### src/rtl/ifs_align_ctrl.sv
// ---------------------------------------------------------------------------
// ifs_align_ctrl
//
// Word-alignment controller for a single-bit input capture lane. The lane is
// a pad-side input register clocked by SCLK with an async clear (CD). This
// block drives that clear, deserialises the registered bit stream into
// WIDTH-bit words, and hunts for a training pattern by slipping the word
// boundary one bit at a time. After LOCK_COUNT consecutive matching words it
// declares lock and then hands every assembled word to the receive datapath.
//
// Parameters:
//   WIDTH      word width in bits (>= 4)
//   PATTERN    WIDTH-bit training word, MSB received first
//   LOCK_COUNT consecutive matching words needed to declare lock (>= 1)
//   CLR_CYCLES cycles CD is held high while clearing (>= 1)
//
// Ports:
//   SCLK       clock, all state updates on the rising edge
//   RSTN       asynchronous active-low reset
//   START      single-cycle request to (re)start alignment
//   D          serial bit from the input register Q
//   CD         clear to the input register(s), active high
//   WORD       last assembled word (registered)
//   WORD_VALID one-cycle pulse, WORD holds new payload
//   LOCKED     alignment achieved
//   ERR        alignment failed after every bit phase was tried
// ---------------------------------------------------------------------------
module ifs_align_ctrl #(
  parameter int               WIDTH      = 8,
  parameter logic [WIDTH-1:0] PATTERN    = 8'hA5,
  parameter int               LOCK_COUNT = 4,
  parameter int               CLR_CYCLES = 2
) (
  input  logic             SCLK,
  input  logic             RSTN,
  input  logic             START,
  input  logic             D,
  output logic             CD,
  output logic [WIDTH-1:0] WORD,
  output logic             WORD_VALID,
  output logic             LOCKED,
  output logic             ERR
);

  localparam int BW = $clog2(WIDTH);
  localparam int MW = $clog2(LOCK_COUNT + 1);
  localparam int CW = (CLR_CYCLES > 1) ? $clog2(CLR_CYCLES) : 1;

  typedef enum logic [2:0] {
    S_IDLE,
    S_CLEAR,
    S_HUNT,
    S_SLIP,
    S_CONFIRM,
    S_LOCK,
    S_FAIL
  } state_t;

  state_t           state;
  logic [WIDTH-2:0] sr;
  logic [BW-1:0]    bitcnt;
  logic [BW-1:0]    slipcnt;
  logic [MW-1:0]    matchcnt;
  logic [CW-1:0]    clrcnt;
  logic             skip;

  logic             boundary;
  logic [WIDTH-1:0] candidate;
  logic             is_match;
  logic             last_phase;

  // The candidate word includes the bit arriving this cycle, so a word is
  // complete on the cycle where the bit counter sits at WIDTH-1. Running out
  // of phases is judged on the slip count before any further slip.
  always_comb begin
    boundary   = (bitcnt == BW'(WIDTH - 1));
    candidate  = {sr, D};
    is_match   = (candidate == PATTERN);
    last_phase = (slipcnt == BW'(WIDTH - 1));
  end

  // Single sequential block holding the FSM, the deserialiser and every
  // registered output.
  //
  // The shift register and bit counter advance on every cycle except a slip
  // cycle; holding them for one cycle throws away the bit on D and moves the
  // word boundary one bit later in the stream. CLEAR overrides that default
  // and zeroes the assembly state so the first HUNT cycle starts a fresh word.
  //
  // After a slip the next boundary is ignored: the word that follows a slip
  // is not compared, only the one after it. START from any state other than
  // CLEAR wins over a boundary in the same cycle, so no word is loaded and no
  // WORD_VALID pulse is issued on a restart edge. WORD itself is never
  // cleared on lock loss; only reset zeroes it.
  always_ff @(posedge SCLK or negedge RSTN) begin
    if (!RSTN) begin
      state      <= S_IDLE;
      sr         <= '0;
      bitcnt     <= '0;
      slipcnt    <= '0;
      matchcnt   <= '0;
      clrcnt     <= '0;
      skip       <= 1'b0;
      CD         <= 1'b0;
      WORD       <= '0;
      WORD_VALID <= 1'b0;
      LOCKED     <= 1'b0;
      ERR        <= 1'b0;
    end else begin
      WORD_VALID <= 1'b0;

      if (state != S_SLIP) begin
        sr     <= candidate[WIDTH-2:0];
        bitcnt <= boundary ? '0 : bitcnt + BW'(1);
      end

      if (START && (state != S_CLEAR)) begin
        state  <= S_CLEAR;
        CD     <= 1'b1;
        clrcnt <= '0;
        LOCKED <= 1'b0;
        ERR    <= 1'b0;
      end else begin
        case (state)
          S_IDLE: begin
          end

          S_CLEAR: begin
            sr       <= '0;
            bitcnt   <= '0;
            slipcnt  <= '0;
            matchcnt <= '0;
            skip     <= 1'b0;
            LOCKED   <= 1'b0;
            ERR      <= 1'b0;
            if (clrcnt == CW'(CLR_CYCLES - 1)) begin
              CD    <= 1'b0;
              state <= S_HUNT;
            end else begin
              clrcnt <= clrcnt + CW'(1);
            end
          end

          S_HUNT: begin
            if (boundary) begin
              WORD <= candidate;
              if (skip) begin
                skip <= 1'b0;
              end else if (is_match) begin
                matchcnt <= MW'(1);
                if (LOCK_COUNT == 1) begin
                  state  <= S_LOCK;
                  LOCKED <= 1'b1;
                end else begin
                  state <= S_CONFIRM;
                end
              end else if (last_phase) begin
                state  <= S_FAIL;
                ERR    <= 1'b1;
                LOCKED <= 1'b0;
              end else begin
                state <= S_SLIP;
              end
            end
          end

          S_SLIP: begin
            slipcnt <= slipcnt + BW'(1);
            skip    <= 1'b1;
            state   <= S_HUNT;
          end

          S_CONFIRM: begin
            if (boundary) begin
              WORD <= candidate;
              if (is_match) begin
                matchcnt <= matchcnt + MW'(1);
                if (matchcnt == MW'(LOCK_COUNT - 1)) begin
                  state  <= S_LOCK;
                  LOCKED <= 1'b1;
                end
              end else begin
                matchcnt <= '0;
                if (last_phase) begin
                  state  <= S_FAIL;
                  ERR    <= 1'b1;
                  LOCKED <= 1'b0;
                end else begin
                  state <= S_SLIP;
                end
              end
            end
          end

          S_LOCK: begin
            if (boundary) begin
              WORD       <= candidate;
              WORD_VALID <= 1'b1;
            end
          end

          S_FAIL: begin
            LOCKED <= 1'b0;
            if (boundary) begin
              WORD <= candidate;
            end
          end

          default: begin
            state <= S_IDLE;
          end
        endcase
      end
    end
  end

endmodule

### config.mk
export PLATFORM = sky130hd
export DESIGN_NAME = ifs_align_ctrl
export DESIGN_NICKNAME = d
export VERILOG_FILES = /design/src/rtl/ifs_align_ctrl.sv
export SDC_FILE = /design/constraint.sdc
export NUM_CORES = 1
export LEC_CHECK = 0
export CAP_MARGIN = 20
export CORE_ASPECT_RATIO = 0.9
export CORE_UTILIZATION = 51
export DETAILED_ROUTE_END_ITERATION = 8
export GPL_TIMING_DRIVEN = 1
export PLACE_DENSITY_LB_ADDON = 0.25
export SLEW_MARGIN = 10
export SYNTH_ARGS = -nofsm -noshare
export SYNTH_HDL_FRONTEND = slang
export SYNTH_SLANG_ARGS = --single-unit
### constraint.sdc
create_clock -name SCLK -period 1.85 [get_ports SCLK]
set_input_delay 0.555 -clock SCLK [delete_from_list [all_inputs] [get_ports SCLK]]
set_output_delay 0.555 -clock SCLK [all_outputs]
set_load 0.02 [all_outputs]
Word-level counts from Yosys, hierarchy flattened:

Cells that the tools add are included.

* output and inout port bits: 12
* flip-flop bits (word level): 33

* $add $sub $neg: 4
* multiplexer cells: 51
* bitwise logic cells: 1
* reductions and logical operators: 20
* eq/ne operators: 23

Operator list (number)
* 3-bit two-way mux: 18
* 1-bit two-way mux: 24
* 7-bit two-way mux: 3
* 6-bit AND reduction: 3
* 3-bit equality test (second input constant): 5
* 3-bit inequality test (second input constant): 5
* 3-bit one-hot mux with 5 select lines: 1
* 3-bit by 1-bit adder with 3-bit output (second input constant): 3
* 3-bit by 2-bit equality test with 1-bit output (second input constant): 3
* 1-bit one-hot mux with 3 select lines: 3
* 3-bit one-hot mux with 3 select lines: 1
* 8-bit equality test (second input constant): 1
* 2-bit inequality test (second input constant): 4
* 4-bit nonzero test: 2
* 3-bit one-hot mux with 2 select lines: 1
* 3-bit AND reduction: 2
* 2-bit nonzero test: 3
* 3-bit nonzero test: 2
* 4-bit inequality test (second input constant): 1
* 2-bit AND reduction: 2
* 4-bit AND reduction: 1
* 4-bit OR reduction: 1
* 3-bit by 1-bit equality test with 1-bit output (second input constant): 1
* 3-bit zero test: 1
* other kinds (8): 8

Longest topological paths before layout:

Gate-level depths: netlist of the first run.

* depth in word-level cells: 7
* gate-level depth with buffers: 7
* mapped depth without buffers: 7

Least setup slack after synthesis of the first run:

No wires, ideal clock.

* path type: input port to flip-flop
* from: input port START
* to: register state[1]
* arrival: 1.882 ns
* slack: -0.168 ns
* stages on the path: 6
* cell sequence: clkbuf_1 or4b_4 or2_4 o221a_4 nand3_1 nand4_1

* longest elaborated chain between the ends: 3
* elaborated cells on any way between the ends: 9
* those cells by class: 6 x eq/ne; 1 x mux; 2 x reduce/logical

Ends and longest elaborated chain
* start: declaration: RTL line 36 `input logic START,`
* 1-bit logical AND (*): RTL line 117 `if (START && (state != S_CLEAR)) begin`
* 4-bit inequality test (no line) (tied with other cells)
* 6-bit AND reduction (no line)
* end signal: assignment: RTL line 118 `state <= S_CLEAR;`
* end signal: assignment: RTL line 138 `state <= S_HUNT;`
* end signal: assignment: RTL line 152 `state <= S_LOCK;`
* end: declaration: RTL line 59 `state_t state;`

Every way passes the cells marked *; elsewhere a longest branch is shown, timed or not.
A chain may end at the register's enable or synchronous reset.

Worst setup path in the final report of the first run:

* from: register state[1]
* to: register matchcnt[2]

* longest elaborated chain between the ends: 4
* elaborated cells on any way between the ends: 13
* those cells by class: 8 x eq/ne; 1 x mux; 1 x bitwise; 3 x reduce/logical

Ends and longest elaborated chain
* start signal: assignment: RTL line 97 `state <= S_IDLE;`
* start signal: assignment: RTL line 118
* start signal: assignment: RTL line 138
* parallel branches: the longest is 4 deep, another holds 6-bit AND reduction
* end signal: assignment: RTL line 177 `matchcnt <= matchcnt + MW'(1);`
* end: declaration: RTL line 63 `logic [MW-1:0] matchcnt;`

Several ways; the timed one is not identified.

==> results.yml, run 1 <==
critical_path:
  critical_path_cell_sequence: "buf_4, nor2_1, nand2_1, o211ai_1, buf_4, mux2_4"
  worst_case_reg_to_reg_path_depth: 6
  crit_path_frequent_cell: "buf_4"
  worst-path-max-fanout: 20
  critical_path_s_slowest_cell: "dfrtp_1"
  worstSetupEndpointType: "register"
  cp_data_required_time_ns: 2.03
  rr_startpoint: "state[1]"
  worstSetupStartpointType: "register"
  worstSetupPathDepth: 6
  cp_launch_point: "state[1]"
  crit_type: "register to register"
  critical_path.n_buffers_inverters: 2
  critPathTopFamily: "simple AND/OR/NAND/NOR gates"
  critical_path.max_stage_delay_ns: 0.40
  arrival_ns: 2.01
cells_and_area:
  n_antenna_cell: 0
  layout.cells.most_common: "dfrtp_1"
  leading_cell_types_in_the_layout_fill_and_taps_excluded: "dfrtp_1, nand2_1, buf_4"
  final-instance-count-excl-fill: 251
  layout.nets: 218
  layout-drive-gt1-share_pct: 26.3
  stdcell_area_um2: 2240
  area_growth_pct: 28.3
floorplanning:
  die_width_um: 63.7
  floorplan.io_pins: 16
  fp.coreArea_um2: 3160
  die_y_um: 57.6
  initial_utilization_pct: 55.3
  dieArea_um2: 3670
  num_rows: 19
flow_run:
  max_cap_violations: 0
status:
  run_status: "completed"
global_route:
  globalRoute.totalOverflow: 0
  grt_antenna_before_repair: 0
  gr-usage-all-layers_pct: 25.8
  maximum_number_of_pins_on_one_net_before_global_route_repair: 34
  number_of_global_route_vias_before_repair: 1476
  first_pass_grt_wire_length_um: 6960
clocking:
  clock_transition_time_at_the_flip_flop_clock_pins_of_the_worst_setup_and_hold_paths_ns: 0.07
  cts_buffers: 5
  clock_path_buffers: 2
  insertion_delay_ns: 0.29
  tritoncts_num_sinks: 33
  post_cts_hold_buffer_count: 0
  cts_tree: "yes"
  cts.htree.levels: 2
  ctsRootBufferMaster: "clkbuf_8"
worst_hold_path:
  holdCritStartpoint: "clrcnt"
  min_path_cells: 1
  hp-class: "register to register"
sta:
  final_min_period_over_clock_period_pct: 99.2
  achievable-frequency_ghz: 0.545
  setup_viol_count_final: 0
  setup_tns_ns: 0
  final.setup_skew_ns: 0.00754
  final_count_of_hold_timing_violations: 0
  min_period_ns: 1.83
  slew_headroom_pct: 67.8
  rsz0062_at_grt: "true"
  worstMarginPinSlew_ns: 0.481
  maxSlewViolCount: 0
  setup_slack_ns: 0.0156
synth:
  synthFlopType: "dfrtp_1"
  ys_seq_elements: 33
  yosysUniqueCellTypes: 44
  async_flop_share_pct: 100
  syn-instance-count: 175
  syn_area_um2: 1750
  yosysSeqAreaShare_pct: 47.2
  synth.net_count: 185
  postSynthAreaPerCell_um2: 10.0
  synthesis.yosys.warnings: 0
  number_of_flops_mapped_to_enable_cells_by_yosys: 0
placement:
  detailedPlacementHpwl_um: 2860
  cell_area_reported_after_detailed_placement_um2: 2070
  port-buffer-count: 15
  place.detailed.instances: 241
  gp_congestion: 0.906
  pre_cts_ws_ns: -0.494
power_and_ir_drop:
  vdd_ir_drop_max_mv: 0.882
  p_leak_nw: 1.02
  powerDensity_nw_per_um2: 1440
drt:
  totalWireLength_um: 4230
  post_drt_via_cell_ratio: 6.02
  detail_route.wl_per_cell_um: 16.9
  drt_drc_violations_left: 0
  first_iter_violations: 87
  drt.antenna.violating_nets: 0
  number_of_optimization_iterations_in_the_first_detailed_route_pass: 4
  route.vias.total: 1512
-- cell usage after synthesis, types with 2 or more instances --
cell type  count  area [um2]
ha_1           6        75.1
o221ai_1       2        17.5
nand3b_1       2        15.0
nor2b_1        5        31.3
mux2_2         9         101
o21ai_0       10        50.1
nand3_1        5        25.0
clkbuf_1       8        30.0
a22o_1         4        35.0
o31ai_1        2        15.0
nand4bb_1      2        22.5
nand2_1       24        90.1
nor2_1        13        48.8
mux2_1         2        22.5
nand2b_1       4        25.0
dfrtp_1       33         826
nand4_1        2        12.5
o211ai_1       2        15.0
inv_1          3        11.3
nor3_1         5        25.0
a21o_1         2        15.0
a31oi_1        4        25.0
a21oi_1        5        25.0
-- area by class of cell --
type	instances	area [um2]
Tap cell	42	52.6
Timing Repair Buffer	36	322
Multi-Input combinational cell	129	932
Inverter	3	11.3
Fill cell	233	917
Clock buffer	7	96.3
Sequential cell	33	826
Clock inverter	1	5.00
-- state kept, by name (all words and copies together) (netlist names), 3 cells and up --
name,count
bitcnt,3
WORD,8
state,3
sr,7
slipcnt,3
matchcnt,3
-- power by group --
part           switching (W)  internal, W  total, W  leakage (nW)
combinational       0.000793     0.000682   0.00148         0.534
sequential          0.000188     0.000955   0.00114         0.437
clock               0.000272     0.000336  0.000608        0.0542
-- timing repair --
| action | 4_1_cts | 5_1_grt |
|---|---|---|
| hold endpoints to repair | 0 | 0 |
| buffers inserted | 2 | 0 |
| endpoints found under the setup margin | 9 | 15 |
| pin swaps | 6 | 5 |
| resized for setup | 13 | 6 |
| gates cloned | 0 | 0 |
-- final timing paths --
check	slack (ns)	to
max in group asynchronous	0.87	WORD[3]
min in group asynchronous	0.66	WORD_VALID
min reg2reg	0.48	clrcnt
max reg2reg	0.02	matchcnt[2]
min	0.48	clrcnt
max	0.02	matchcnt[2]
-- layer usage --
metal | vias to the layer above | track usage [%] | wire (um)
met5 | - | 0 | 0
met4 | 0 | 11.0 | 96
met3 | 11 | 9.20 | 272
met2 | 54 | 42.6 | 2100
met1 | 749 | 30.7 | 1770
li1 | 698 | - | -
-- logic make-up after synthesis --
family | share of synthesized area [%]
AO/OA/AOI/OAI | 17.1
adder cells (fa/ha/maj) | 4.29
buffers and inverters | 3.22
XOR/XNOR | 0.501
multiplexers | 7.65
flip-flops | 47.2
AND/OR/NAND/NOR | 20.0
-- per-stage QoR --
stage	util [%]	hold slack, ns	power [W]
finish	71.0	0.480	0.00323
global route	71.0	0.502	0.00344
CTS	70.0	0.485	0.00316
detailed placement	65.4	0.468	0.00249
global placement	65.4	0.465	0.00242
floorplan	-	0.259	0.00204
Note: power is estimated with default switching activity, not from simulation.
==> inputs of run 2 (changes only) <==
--- a/config.mk
+++ b/config.mk
@@ -15,3 +15,4 @@
 export SYNTH_ARGS = -nofsm -noshare
 export SYNTH_HDL_FRONTEND = slang
 export SYNTH_SLANG_ARGS = --single-unit
+export TNS_END_PERCENT = 100
==> results of run 2 <==
Final layout, timing and power as in run 1 (identical DEF).
==> inputs of run 3 (changes only) <==
--- a/config.mk
+++ b/config.mk
@@ -8,6 +8,7 @@
 export CAP_MARGIN = 20
 export CORE_ASPECT_RATIO = 0.9
 export CORE_UTILIZATION = 51
+export CTS_CLUSTER_SIZE = 20
 export DETAILED_ROUTE_END_ITERATION = 8
 export GPL_TIMING_DRIVEN = 1
 export PLACE_DENSITY_LB_ADDON = 0.25
==> results of run 3 <==
Final layout, timing and power as in run 1 (identical DEF).
